$ cat src/rtl/tug_playfield.sv
// Whole-playfield tug-of-war: one-hot light position, round wins,
// per-player scores, timed re-centre and match latch.
module tug_playfield #(
   parameter int NUM_LIGHTS     = 9,
   parameter int SCORE_WIDTH    = 3,
   parameter int MATCH_POINTS   = 3,
   parameter int RESTART_CYCLES = 4
) (
   input  logic                   clk,
   input  logic                   reset,
   input  logic                   L,
   input  logic                   R,
   output logic [NUM_LIGHTS-1:0]  lights,
   output logic [SCORE_WIDTH-1:0] left_score,
   output logic [SCORE_WIDTH-1:0] right_score,
   output logic                   round_win_l,
   output logic                   round_win_r,
   output logic                   match_over,
   output logic [1:0]             match_winner
);

   localparam int CENTER = (NUM_LIGHTS - 1) / 2;
   localparam int CW     = $clog2(RESTART_CYCLES + 1);
   localparam logic [NUM_LIGHTS-1:0]  CENTER_HOT = NUM_LIGHTS'(1) << CENTER;
   localparam logic [SCORE_WIDTH-1:0] MATCH_PTS  = SCORE_WIDTH'(MATCH_POINTS);
   localparam logic [CW-1:0]          RESTART    = CW'(RESTART_CYCLES);

   typedef enum logic [1:0] {
      PLAY,
      WON,
      DONE
   } state_t;

   state_t                  state, state_n;
   logic [NUM_LIGHTS-1:0]   lights_n;
   logic [SCORE_WIDTH-1:0]  left_n, right_n;
   logic [SCORE_WIDTH-1:0]  left_inc, right_inc;
   logic                    win_l_n, win_r_n;
   logic                    over_n;
   logic [1:0]              winner_n;
   logic [CW-1:0]           cnt, cnt_n;
   logic                    press_l, press_r;

   assign press_l   = L & ~R;
   assign press_r   = R & ~L;
   assign left_inc  = left_score + 1'b1;
   assign right_inc = right_score + 1'b1;

   always_ff @(posedge clk or posedge reset) begin
      if (reset) begin
         state        <= PLAY;
         lights       <= CENTER_HOT;
         left_score   <= '0;
         right_score  <= '0;
         round_win_l  <= 1'b0;
         round_win_r  <= 1'b0;
         match_over   <= 1'b0;
         match_winner <= 2'b00;
         cnt          <= '0;
      end else begin
         state        <= state_n;
         lights       <= lights_n;
         left_score   <= left_n;
         right_score  <= right_n;
         round_win_l  <= win_l_n;
         round_win_r  <= win_r_n;
         match_over   <= over_n;
         match_winner <= winner_n;
         cnt          <= cnt_n;
      end
   end

   always_comb begin
      state_n  = state;
      lights_n = lights;
      left_n   = left_score;
      right_n  = right_score;
      win_l_n  = 1'b0;
      win_r_n  = 1'b0;
      over_n   = match_over;
      winner_n = match_winner;
      cnt_n    = cnt;
      unique case (state)
         PLAY: begin
            if (press_r) begin
               if (lights[0]) begin
                  lights_n = '0;
                  right_n  = right_inc;
                  win_r_n  = 1'b1;
                  if (right_inc == MATCH_PTS) begin
                     state_n  = DONE;
                     over_n   = 1'b1;
                     winner_n = 2'b10;
                  end else begin
                     state_n = WON;
                     cnt_n   = RESTART;
                  end
               end else begin
                  lights_n = lights >> 1;
               end
            end else if (press_l) begin
               if (lights[NUM_LIGHTS-1]) begin
                  lights_n = '0;
                  left_n   = left_inc;
                  win_l_n  = 1'b1;
                  if (left_inc == MATCH_PTS) begin
                     state_n  = DONE;
                     over_n   = 1'b1;
                     winner_n = 2'b01;
                  end else begin
                     state_n = WON;
                     cnt_n   = RESTART;
                  end
               end else begin
                  lights_n = lights << 1;
               end
            end
         end
         WON: begin
            // Counter reaching 1 ends the dark phase on this edge.
            cnt_n = cnt - 1'b1;
            if (cnt == CW'(1)) begin
               lights_n = CENTER_HOT;
               state_n  = PLAY;
            end
         end
         DONE: begin
            lights_n = '0;
         end
         default: begin
            state_n = PLAY;
         end
      endcase
   end

endmodule

$ cat config.mk
export PLATFORM = sky130hd
export DESIGN_NAME = tug_playfield
export DESIGN_NICKNAME = d
export VERILOG_FILES = /design/src/rtl/tug_playfield.sv
export SDC_FILE = /design/constraint.sdc
export NUM_CORES = 1
export LEC_CHECK = 0
export ABC_AREA = 1
export ABC_CLOCK_PERIOD_IN_PS = 1700
export BUFFER_PORTS_ARGS = -buffer_cell sky130_fd_sc_hd__buf_2
export CORE_ASPECT_RATIO = 1.2
export CORE_UTILIZATION = 30
export DETAILED_ROUTE_END_ITERATION = 12
export PLACE_DENSITY = 0.56
export SLEW_MARGIN = 20
export SYNTH_ARGS = -nofsm -noshare
export SYNTH_HDL_FRONTEND = slang
export SYNTH_SLANG_ARGS = --single-unit
$ cat constraint.sdc
create_clock -name clk -period 1.7 [get_ports clk]
set_input_delay 0.34 -clock clk [delete_from_list [all_inputs] [get_ports clk]]
set_output_delay 0.34 -clock clk [all_outputs]
set_load 0.01 [all_outputs]
* Word-level counts from Yosys, hierarchy flattened *
Index checks and enable logic that the tools add are counted.

operators by class
  $add $sub $neg = 3
  eq/ne operators = 13
  muxes and demuxes = 40
  bitwise logic cells = 6
  reduce and logical (&&, ||, !) cells = 12

operators with widths
  cell                                               count
  two-way mux 9 bit                                  4
  case mux 9 bit (3 select lines)                    1
  two-way mux 2 bit                                  13
  two-way mux 3 bit                                  6
  inequality test 3 bit (second input constant)      5
  two-way mux 1 bit                                  13
  AND reduction 6 bit                                2
  two-way mux 8 bit                                  1
  nonzero test 2 bit                                 4
  adder 3 x 1 -> 3 bit (second input constant)       2
  == test 3 x 2 -> 1 bit (second input constant)     2
  case mux 2 bit (3 select lines)                    1
  case mux 3 bit (2 select lines)                    1
  AND reduction 3 bit                                2
  AND reduction 5 bit                                1
  inequality test 2 bit (second input constant)      2
  inverter 1 bit                                     4
  AND reduction 4 bit                                1
  == test 3 x 1 -> 1 bit (second input constant)     1
  nonzero test 3 bit                                 1
  subtractor 3 x 1 -> 3 bit (second input constant)  1
  AND 1 bit                                          2
  == test 2 x 1 -> 1 bit (second input constant)     1
  == test 2 bit (second input constant)              1
  2 further kinds                                    2

word-level totals
  flip-flop bits (word level) = 25
  bits of input ports = 4
  output and inout port bits = 20
  logic and storage cells = 83

* Longest topological paths before layout *
  word-level depth = 7
  depth in mapped cells = 11

* Least setup slack after synthesis *
No wires, ideal clock.

  path kind = flip-flop to flip-flop
  start = register state[0]
  end = register cnt[0]
  library setup time = 0.117 ns
  data arrival time = 1.254 ns
  data required time = 1.583 ns
  setup slack = 0.330 ns
  cell stages (with the launch flop) = 10
  period minus slack after synthesis = 1.370 ns
  cell sequence = dfrtp_1 inv_1 ha_1 buf_6 nand3_1 nand3_4 nor2_4 nand2_2 nand2_1 nand2_1

on the way
  word-level cells in the longest chain between the ends = 3
  elaborated cells on any way between the ends = 10

RTL lines
  item                                                                          RTL line  text
  start, declared                                                               34        state_t state, state_n;
  start signal, assigned                                                        61        state <= state_n;
  zero test 2 bit / == test 2 x 1 -> 1 bit (equally long branches)              83        unique case (state)
  inequality test 3 bit (no line) / nonzero test 2 bit (equally long branches)  -
  AND reduction 6 bit (no line)                                                 -
  end signal, assigned                                                          69        cnt <= cnt_n;
  end, declared                                                                 41        logic [CW-1:0] cnt, cnt_n;

Several ways; a longest one is shown, not always the timed one.
A chain may end at the register's enable or synchronous reset.

* Worst setup path after layout *
  start = register state[0]
  end = register cnt[1]

Same word-level chain as after synthesis.

==> impl_metrics.toml <==
[outcome]
status = "finished clean"

[cts]
clock_latency_ns = 0.26
cts_hold_buffers = 0
postCtsSetupRepairBufs = 0
numCtsBuffers = 3
path_clk_slew_ns = 0.09
cts-resized-gates = 0
clock_sinks = 25
cts_buffer_depth = 2
cts_root_buf = "clkbuf_8"
cts_htree_levels = 1
cts_tree = "yes"

[sta]
period_needed_ns = 1.49
tns_ns = 0
setup_viol = 0
finalClockSkew_ns = 0.00672
timing.fmax_ghz = 0.670
fin_crit_sh = 0.878
relSlewSlack = 0.722
rsz0062_at_grt = "false"
drv_slew = 0
tightest_slew_ns = 0.416
hold_violations = 0

[logic_synthesis]
syn-num-nets = 190
netlist_area_mm2 = 0.00153
synth.distinct_cells = 28
synth_area_leaders = "dfrtp_1, ha_1, nand2_1"
ys_seq_area_frac = 0.410
yosys.area.top_type_share = 0.393
yosys_warnings = 0
yosys_register_bits = 25
yosysTopAreaCell = "dfrtp_1"
syn_inst = 174
syn_area_per_cell_um2 = 8.78

[placement]
io_buffers = 23
place_congestion = 0.825
placed_cells = 257
dp_hpwl_um = 2170

[worst_setup_path]
critical_path.top_delay_family = "simple AND/OR/NAND/NOR gates"
critical-path-slowest-cell = "dfrtp_1"
path_cells = "inv_1 -> ha_1 -> buf_12 -> nand3_1 -> nand3_4 -> nor2_4 -> nand2_2 -> nand2_1 -> nand2_1"
max_stage_delay_ns = 0.40
cp-end-kind = "flip-flop"
arrival_ns = 1.65
crit_buf_inv = 2
reg2reg_depth = 9
r2r-start = "state[0]"
crit_path_start_kind = "flip-flop"
r2r_end = "cnt[1]"
cpMostUsedCell = "nand2_1"
cp.required_ns = 1.86
r2r_setup_slack_ns = 0.21
critical_path_class = "reg2reg"
cp_max_fo = 10

[drt]
drt_wl_total_um = 2750
avgRoutedWirePerCell_um = 10.6
drc_errors = 0
ant_nets = 0
vias_per_cell = 4.42
first_pass_iters = 4
vias = 1153
drt_iter0_markers = 20

[layout]
drive_gt1_frac = 0.274
antenna_cells = 0
finalNonFillerCells = 261
area_delta_synth_final_pct = 15.8
multi_input_area_um2 = 733
fillers = 537
layout.area.seq_um2 = 627
final_util = 0.361
nets = 218

[floorplanning]
ios = 24
initial_core_util = 0.311
rows = 28
die_w_um = 67.1
coreArea_mm2 = 0.00490
dieArea_mm2 = 0.00538
die-height_um = 80.2

[power_and_ir_drop]
vdd_drop_max_v = 0.000405
p_seq_frac = 0.372
switching_share = 0.420
power_frac_comb = 0.476
leakagePower_nw = 0.940
intPower_mw = 1.34
pwr_density_cell_mw_per_mm2 = 1300
p_clk_frac = 0.151
p_sw_uw = 969

[global_routing]
grt-ovfl-total = 0
grt_pass1_wl_um = 4860
antenna_found_initial = 0
grt_max_degree = 26
grt_pass1_vias = 1132
gr-usage-all-layers = 0.117

[hold_path]
hp-class = "in2async"

[job]
maxCapViolations = 0
per-layer routing:
layer	track usage	up-vias	routed length (um)
met5	0	-	0
met4	0.0383	0	24
met3	0.0213	2	99
met2	0.202	17	1360
met1	0.143	537	1270
li1	-	597	-
synthesized netlist by cell type:
cell type / instances
nand3b_4: 1
inv_6: 1
nand2_4: 4
inv_1: 30
nand4_1: 2
buf_6: 2
dfstp_2: 1
inv_2: 3
o21bai_2: 1
xor2_1: 2
nand2_1: 39
a21oi_2: 1
nor2_4: 2
nand3_4: 1
nand2_8: 1
o21ai_0: 13
nor2_2: 2
dfrtp_1: 24
nor2_1: 7
ha_1: 12
nand3_1: 6
nand2_2: 2
a21oi_1: 4
nand4_4: 1
inv_4: 2
o22ai_1: 6
a31oi_1: 1
nand3_2: 3
worst min-delay path, cell delays in order:
cell	delay (ns)
buf_2	0.09
inv_1	0.04
buf_4	0.31
placed cells by master, fill, tap and decap left out:
| cell type | Yosys | routed |
|---|---|---|
| a21oi_1 | 4 | 4 |
| a21oi_2 | 1 | 1 |
| a31oi_1 | 1 | 1 |
| buf_12 | 0 | 1 |
| buf_2 | 0 | 23 |
| buf_4 | 0 | 1 |
| clkbuf_8 | 0 | 3 |
| clkinv_2 | 0 | 1 |
| dfrtp_1 | 24 | 24 |
| dfstp_2 | 1 | 1 |
| ha_1 | 12 | 12 |
| inv_1 | 30 | 30 |
| inv_2 | 3 | 3 |
| inv_4 | 2 | 2 |
| inv_6 | 1 | 1 |
| nand2_1 | 39 | 39 |
| nand2_2 | 2 | 2 |
| nand2_4 | 4 | 4 |
| nand2_8 | 1 | 1 |
| nand3_1 | 6 | 6 |
| nand3_2 | 3 | 3 |
| nand3_4 | 1 | 1 |
| nand3b_4 | 1 | 1 |
| nand4_1 | 2 | 2 |
| nand4_4 | 1 | 1 |
| nor2_1 | 7 | 7 |
| nor2_2 | 2 | 2 |
| nor2_4 | 2 | 2 |
| o21ai_0 | 13 | 13 |
| o21bai_2 | 1 | 1 |
| o22ai_1 | 6 | 6 |
| xor2_1 | 2 | 2 |
flip-flops by register name, summed over array words and instances, names as in the netlist:
register and cells:
cnt 3, left_score 3, lights 9, match_over 1
match_winner 2, right_score 3, round_win_l 1, round_win_r 1
state 2
through the flow:
stage                     area (um2)  hold slack (ns)  total power [mW]  setup slack (ns)
after detailed placement        1720            0.414              1.99            0.0541
final                           1770            0.115              2.30             0.207
after floorplan                 1530            0.367              1.70             0.330
after global placement          1720            0.413              1.99            0.0746
after CTS                       1770            0.123              2.35             0.187
after global routing            1770            0.138              2.52            0.0788
how the worst max path moves through the flow:
stage                                  to     start  cells past startpoint
final                              cnt[1]  state[0]                      9
after global routing               cnt[1]  state[0]                      9
after CTS                          cnt[1]  state[0]                      9
after detailed placement  match_winner[1]         L                     10
after global placement    match_winner[0]         L                     10
after floorplan                    cnt[0]  state[0]                      9
power by group through the flow:
stage | logic, mW | clock network [mW] | registers (mW)
after floorplan | 0.799 | 0 | 0.900
after global placement | 1.11 | 0 | 0.872
after detailed placement | 1.11 | 0 | 0.873
after CTS | 1.12 | 0.370 | 0.862
after global routing | 1.25 | 0.389 | 0.879
final | 1.10 | 0.349 | 0.858
kinds of logic after synthesis:
kind of cell,share of synthesized area
buf+inv,0.110
xor+xnor,0.0115
flops,0.410
fa+ha+maj,0.0983
compound gates,0.0975
simple gates,0.273
layout make-up:
cell class | count | share of cell area
Clock inverter | 1 | 0.00283
Sequential cell | 25 | 0.354
Tap cell | 60 | 0.0424
Inverter | 36 | 0.0820
Clock buffer | 3 | 0.0233
Multi-Input combinational cell | 111 | 0.414
Timing Repair Buffer | 25 | 0.0806
(Power assumes the default switching activity.)
